## src/rtl/stream_downsize.sv

```systemverilog
// stream_downsize: wide-to-narrow stream converter.
// Takes T_DATA_RATIO-lane words with a per-lane keep mask and replays the
// emittable lanes, lane 0 first, as single T_DATA_WIDTH beats.
// Optional build macro STREAM_DOWNSIZE_SPARSE_EN: when defined, any keep
// pattern is honoured; when undefined, keep is treated as a contiguous prefix
// from lane 0 and emission stops at the first cleared keep bit.
// Note: rst_n is an active-high synchronous reset despite its name.
module stream_downsize #(
    parameter int T_DATA_WIDTH = 4,
    parameter int T_DATA_RATIO = 2
) (
    input  logic                    clk,
    input  logic                    rst_n,
    input  logic [T_DATA_WIDTH-1:0] s_data_i [T_DATA_RATIO],
    input  logic [T_DATA_RATIO-1:0] s_keep_i,
    input  logic                    s_last_i,
    input  logic                    s_valid_i,
    output logic                    s_ready_o,
    output logic [T_DATA_WIDTH-1:0] m_data_o,
    output logic                    m_last_o,
    output logic                    m_valid_o,
    input  logic                    m_ready_i
);

    localparam int IDX_W = $clog2(T_DATA_RATIO);

    typedef enum logic {
        EMPTY = 1'b0,
        SEND  = 1'b1
    } state_t;

    state_t                  state_q, state_d;
    logic [IDX_W-1:0]        idx_q, idx_d;
    logic [T_DATA_WIDTH-1:0] hold_data_q [T_DATA_RATIO];
    logic [T_DATA_WIDTH-1:0] hold_data_d [T_DATA_RATIO];
    logic [T_DATA_RATIO-1:0] hold_mask_q, hold_mask_d;
    logic                    hold_last_q, hold_last_d;
    logic [T_DATA_WIDTH-1:0] m_data_q, m_data_d;
    logic                    m_last_q, m_last_d;
    logic                    m_valid_q, m_valid_d;

    // Set of lanes of the incoming word that will actually be emitted.
    logic [T_DATA_RATIO-1:0] in_mask;

`ifdef STREAM_DOWNSIZE_SPARSE_EN
    assign in_mask = s_keep_i;
`else
    // A lane counts only if it and every lane below it are kept.
    for (genvar gi = 0; gi < T_DATA_RATIO; gi++) begin : g_prefix
        assign in_mask[gi] = &s_keep_i[gi:0];
    end
`endif

    // Lowest set lane at or above 'start'; MSB of the result flags "found".
    function automatic logic [IDX_W:0] find_lane(input logic [T_DATA_RATIO-1:0] mask,
                                                 input int start);
        logic [IDX_W:0] res;
        res = '0;
        for (int i = T_DATA_RATIO - 1; i >= 0; i--) begin
            if (i >= start && mask[i]) begin
                res = {1'b1, IDX_W'(i)};
            end
        end
        return res;
    endfunction

    logic [IDX_W:0] first_lane, first_after, next_lane, next_after;
    logic           s_ready;
    logic           take_word;

    // Next-state, lane stepping and word capture.
    always_comb begin
        state_d     = state_q;
        idx_d       = idx_q;
        hold_data_d = hold_data_q;
        hold_mask_d = hold_mask_q;
        hold_last_d = hold_last_q;
        m_data_d    = m_data_q;
        m_last_d    = m_last_q;
        m_valid_d   = m_valid_q;
        s_ready     = 1'b0;
        take_word   = 1'b0;

        first_lane  = find_lane(in_mask, 0);
        first_after = find_lane(in_mask, int'(first_lane[IDX_W-1:0]) + 1);
        next_lane   = find_lane(hold_mask_q, int'(idx_q) + 1);
        next_after  = find_lane(hold_mask_q, int'(next_lane[IDX_W-1:0]) + 1);

        case (state_q)
            EMPTY: begin
                s_ready   = 1'b1;
                take_word = s_valid_i;
            end
            SEND: begin
                if (m_ready_i) begin
                    if (next_lane[IDX_W]) begin
                        idx_d    = next_lane[IDX_W-1:0];
                        m_data_d = hold_data_q[next_lane[IDX_W-1:0]];
                        m_last_d = hold_last_q && !next_after[IDX_W];
                    end else begin
                        // Final beat leaves now: a new word may enter this same cycle.
                        s_ready   = 1'b1;
                        take_word = s_valid_i;
                        state_d   = EMPTY;
                        m_valid_d = 1'b0;
                        m_last_d  = 1'b0;
                    end
                end
            end
            default: state_d = EMPTY;
        endcase

        // Words with nothing to emit are consumed and dropped.
        if (take_word && first_lane[IDX_W]) begin
            hold_data_d = s_data_i;
            hold_mask_d = in_mask;
            hold_last_d = s_last_i;
            idx_d       = first_lane[IDX_W-1:0];
            m_data_d    = s_data_i[first_lane[IDX_W-1:0]];
            m_last_d    = s_last_i && !first_after[IDX_W];
            m_valid_d   = 1'b1;
            state_d     = SEND;
        end

        if (rst_n) begin
            s_ready = 1'b0;
        end
    end

    // State, hold register and registered output stage.
    always_ff @(posedge clk) begin
        if (rst_n) begin
            state_q     <= EMPTY;
            idx_q       <= '0;
            hold_mask_q <= '0;
            hold_last_q <= 1'b0;
            m_data_q    <= '0;
            m_last_q    <= 1'b0;
            m_valid_q   <= 1'b0;
            for (int i = 0; i < T_DATA_RATIO; i++) begin
                hold_data_q[i] <= '0;
            end
        end else begin
            state_q     <= state_d;
            idx_q       <= idx_d;
            hold_mask_q <= hold_mask_d;
            hold_last_q <= hold_last_d;
            m_data_q    <= m_data_d;
            m_last_q    <= m_last_d;
            m_valid_q   <= m_valid_d;
            hold_data_q <= hold_data_d;
        end
    end

    assign s_ready_o = s_ready;
    assign m_data_o  = m_data_q;
    assign m_last_o  = m_last_q;
    assign m_valid_o = m_valid_q;

endmodule

```

## config.mk

```make
export PLATFORM = sky130hd
export DESIGN_NAME = stream_downsize
export DESIGN_NICKNAME = d
export VERILOG_FILES = /design/src/rtl/stream_downsize.sv
export SDC_FILE = /design/constraint.sdc
export NUM_CORES = 1
export LEC_CHECK = 0
export BUFFER_PORTS_ARGS = -buffer_cell sky130_fd_sc_hd__buf_2
export CELL_PAD_IN_SITES_DETAIL_PLACEMENT = 0
export CELL_PAD_IN_SITES_GLOBAL_PLACEMENT = 1
export CORE_MARGIN = 2
export CORE_UTILIZATION = 25
export DETAILED_ROUTE_END_ITERATION = 7
export PLACE_DENSITY_LB_ADDON = 0.1
export SLEW_MARGIN = 5
export SYNTH_ARGS = -nofsm -noshare
export SYNTH_HDL_FRONTEND = slang
export SYNTH_SLANG_ARGS = --single-unit
```

## constraint.sdc

```tcl
create_clock -name clk -period 2.2 [get_ports clk]
set_input_delay 0.55 -clock clk [delete_from_list [all_inputs] [get_ports clk]]
set_output_delay 0.55 -clock clk [all_outputs]
set_load 0.05 [all_outputs]
```

# Word level (Yosys, flattened, before mapping)

Index checks and enable logic that the tools add are counted.

$add $sub $neg: 3
$lt $le $gt $ge: 8
Equal/unequal tests: 1
Mux-type cells: 41
Bitwise operators: 3
Reduce and logical (&&, ||, !) cells: 18

Operators with widths:

| kind                                                              | count |
|---|---|
| two-way mux 4 bit                                                 | 10 |
| two-way mux 1 bit                                                 | 21 |
| two-way mux 2 bit                                                 | 8 |
| greater-or-equal comparator 1 x 2 -> 1 bit (first input constant) | 6 |
| logical AND 1 bit                                                 | 9 |
| adder 1 x 1 -> 2 bit (second input constant)                      | 3 |
| AND reduction 3 bit                                               | 2 |
| nonzero test 2 bit                                                | 3 |
| greater-or-equal comparator 2 bit (second input constant)         | 2 |
| inverter 1 -> 2 bit                                               | 2 |
| one-hot mux 1 bit (2 select lines)                                | 2 |
| AND reduction 2 bit                                               | 2 |
| zero test 1 bit                                                   | 2 |
| inequality test 2 x 1 -> 1 bit (second input constant)            | 1 |
| inverter 1 bit                                                    | 1 |

Register bits after elaboration: 19
Input bits: 15
Output and inout port bits: 7
Logic and storage cells: 83

# Longest topological paths before layout

Depth after elaboration: 16
Depth in mapped cells: 4
Gate-level depth less buffers: 3

# Worst setup path after synthesis

No wires, ideal clock.

Kind: in2out
Start: input m_ready_i
End: output s_ready_o
Arrival: 1.550 ns
Data required time: 1.650 ns
Slack: 0.100 ns
Cell stages on the path: 3
Buffers on the path: 0
Cell sequence: inv_1 o21ai_0 nor2b_1

Longest elaborated chain between the ends: 3

Ends and longest elaborated chain:

| what                               | line | text |
|---|---|---|
| start: declaration                 | 22   | `input logic m_ready_i` |
| two-way mux 1 bit                  | 95   | `if (m_ready_i) begin` |
| one-hot mux 1 bit (2 select lines) | 89   | `case (state_q)` |
| two-way mux 1 bit                  | 125  | `if (rst_n) begin` |
| end: declaration                   | 18   | `output logic s_ready_o,` |

Every way passes these cells.

# Final worst setup path

Start: register idx_q
End: output s_ready_o

Longest elaborated chain between the ends: 9
Elaborated cells on any way between the ends: 11
Those cells by class: add/sub: 1; order compare: 2; mux: 6; reduce/logical: 2

Ends and longest elaborated chain:

| what                                       | line | text |
|---|---|---|
| start: declaration                         | 33   | `logic [IDX_W-1:0] idx_q, idx_d;` |
| start signal: assignment                   | 145  | `idx_q <= idx_d;` |
| adder 1 x 1 -> 2 bit *                     | 86   | `next_lane = find_lane(hold_mask_q, int'(idx_q) + 1);` |
| greater-or-equal comparator 1 x 2 -> 1 bit | 60   | `if (i >= start && mask[i]) begin` |
| logical AND 1 bit                          | 60   |  |
| two-way mux 2 bit                          | 60   |  |
| two-way mux 2 bit *                        | 60   |  |
| two-way mux 1 bit *                        | 96   | `if (next_lane[IDX_W]) begin` |
| two-way mux 1 bit *                        | 95   |  |
| one-hot mux 1 bit (2 select lines) *       | 89   |  |
| two-way mux 1 bit *                        | 125  |  |

Mark *: on every way between the ends. The rest lies on a longest branch, timed or not.

==> run metrics <==
status=complete, no violations; Syn Inst Count=77; Total Power=572 uW; Final Util=32.4%; H-Tree Level Count=1; via/cell ratio=5.19; final std cells w/o fill=124; final worst path period share=93.3%; core box area=2520 sq um; Max Fclk=487 MHz; GRT Total Usage=11.7%; Mapped Area=679 sq um; Cell variety after synth=26; worst reg-to-reg path cell count=3; clk root buf=clkbuf_4; routed vias=644; maximum VDD drop=0.275 mV; die footprint=3150 sq um; max-slew violations=0; number of top-level pins=22; port bufs=21; Initial Utilization=26.9%; worst hold stages=2; # diodes=0; initial antenna violation count=0; Worst Tran Pin Value=0.564 ns; hold wc startpoint=hold_data_q[0]; number of CTS-inserted buffers=3; max-cap viol count=0; PD cells=699 nW/um^2; RSZ-0062 raised after global routing=no; routed length per instance=13.9 um; Worst EP required=1.65 ns; setup TNS=0 ns; # rows=18; Worst-path clk slew=0.09 ns; Worst Setup Start Kind=register; # setup viols final=0; min cycle time layout=2.05 ns; Slew HR=62.4%; Setup Skew=0.00273 ns; final net count=110; Critical R2R Capture=m_last_o; Hold Path Sink=hold_data_q[0]; clk_lat worst skew=0.29 ns; Post-Route WL=1720 um; syn_area_per_cell=8.82 sq um; Hold Slack=0.479 ns; postcts setup bufs=0; CTS Hold Buffers Added=0; Syn Nets=92; Overflow after GRT=0; largest net degree at the start of global routing=16; first-pass GRT wire length=2810 um; FF-to-FF setup slack=0.77 ns; DIE HEIGHT=56.1 um; Pre-antenna DRT Iters=4; YS warnings=0; Die X=56.1 um; Leak=0.000334 uW; Initial DRC Count=19; Final Hold Fails=0; register bit total from synthesis=14; critical path fanouts, max=5; sequential area share after synthesis=41.3%; RePlAce Congestion=0.673; Post-DRT Antenna Nets=0; worst setup path class=reg -> out; crit end category=primary output; vias in the first global route=586; ratio of cells with drive above 1 in the final layout=30.9%; R2R Path Start=state_q; post-synth top area share=41.3%; worst hold path class=reg -> reg; area leader, netlist=dfxtp_1; CTS tree=yes; maximum clock insertion buffer count=2; P&R area growth vs syn=20.4%; DR DRC count=0; post-DP HPWL=1210 um; CTS Sinks=14; WP data arrival=1.50 ns; placed cell count=120; top post-synthesis cells by area=dfxtp_1 41%, a21oi_1 8.8%, o221a_1 6.6%
## cells in the mapped netlist (all sizes together)
library cell,count
dfxtp,14
a21oi,12
buf,7
nand4,6
o31ai,6
inv,5
nand2,4
o221a,4
clkbuf,2
nor2b,2
o21ai,2
a211oi,1
a21boi,1
a311oi,1
a31o,1
a31oi,1
and2,1
and2b,1
and3b,1
and4b,1
nand2b,1
nand3,1
nand3b,1
nor4,1
## per-layer routing
layer	part of all wire, %	GRT usage (%)	routed length [um]	up-vias
met4	1.2	4.08	21	0
met1	51	16.0	873	299
li1	-	-	-	323
met5	0	0	0	-
met3	5.9	4.65	102	2
met2	42	16.5	727	20
## cells by family after synthesis
group	after synthesis	synth area share (%)
compound gates	29	30.6
simple gates	20	18.4
buf+inv	14	9.76
flops	14	41.3
## final cells by class
class	count	area, sq um
timing repair buffer	22	113
fill	294	1700
inverter	5	18.8
sequential	14	280
clock buffer	4	36.3
tap	30	37.5
multi-input combinational	49	333
## state kept, by name, summed over array words and instances (netlist names)
register and cells:
idx_q 1, m_data_o 4, m_valid_o 1, m_last_o 1, hold_last_q 1, hold_mask_q 1, state_q 1, hold_data_q 4
## critical path, cell delays in order (launching register included)
cell,delay (ns)
dfxtp_1,0.38
and2b_2,0.24
o21ai_1,0.18
nor2b_1,0.14
buf_2,0.26
## per-stage QoR
| stage | instance area, sq um | setup WS (ns) |
|---|---|---|
| 3_3_place_gp | 782 | 0.287 |
| 4_1_cts | 818 | 0.0523 |
| 6_report | 818 | 0.147 |
| 2_1_floorplan | 679 | 0.100 |
| 5_1_grt | 818 | 0.0248 |
| 3_5_place_dp | 782 | 0.246 |
## timing repair
item / in CTS / in global routing
endpoints found under the hold margin: 0 / 0
endpoints found under the setup margin: 0 / 1
gates resized for setup: 0 / 1
## power breakdown
group | internal (uW) | switching (uW)
sequential | 268 | 8.89
clock | 101 | 93.1
combinational | 34.4 | 67.4
total | 403 | 169
## worst max path at each step
stage / startpoint / endpoint / cells after the start
3_5_place_dp: m_ready_i / s_ready_o / 5
5_1_grt: idx_q / s_ready_o / 4
3_3_place_gp: m_ready_i / s_ready_o / 5
4_1_cts: idx_q / s_ready_o / 4
2_1_floorplan: m_ready_i / s_ready_o / 3
6_report: idx_q / s_ready_o / 4
## cell usage in the layout, fill, tap and decap left out, types with 2 or more instances in the layout
cell	n
buf_2	21
nand2_1	4
o31ai_1	6
clkbuf_4	3
dfxtp_1	14
a21oi_1	12
inv_1	5
o221a_1	4
nand4_1	6
nor2b_1	2
Power figures use the tool's default switching activity.
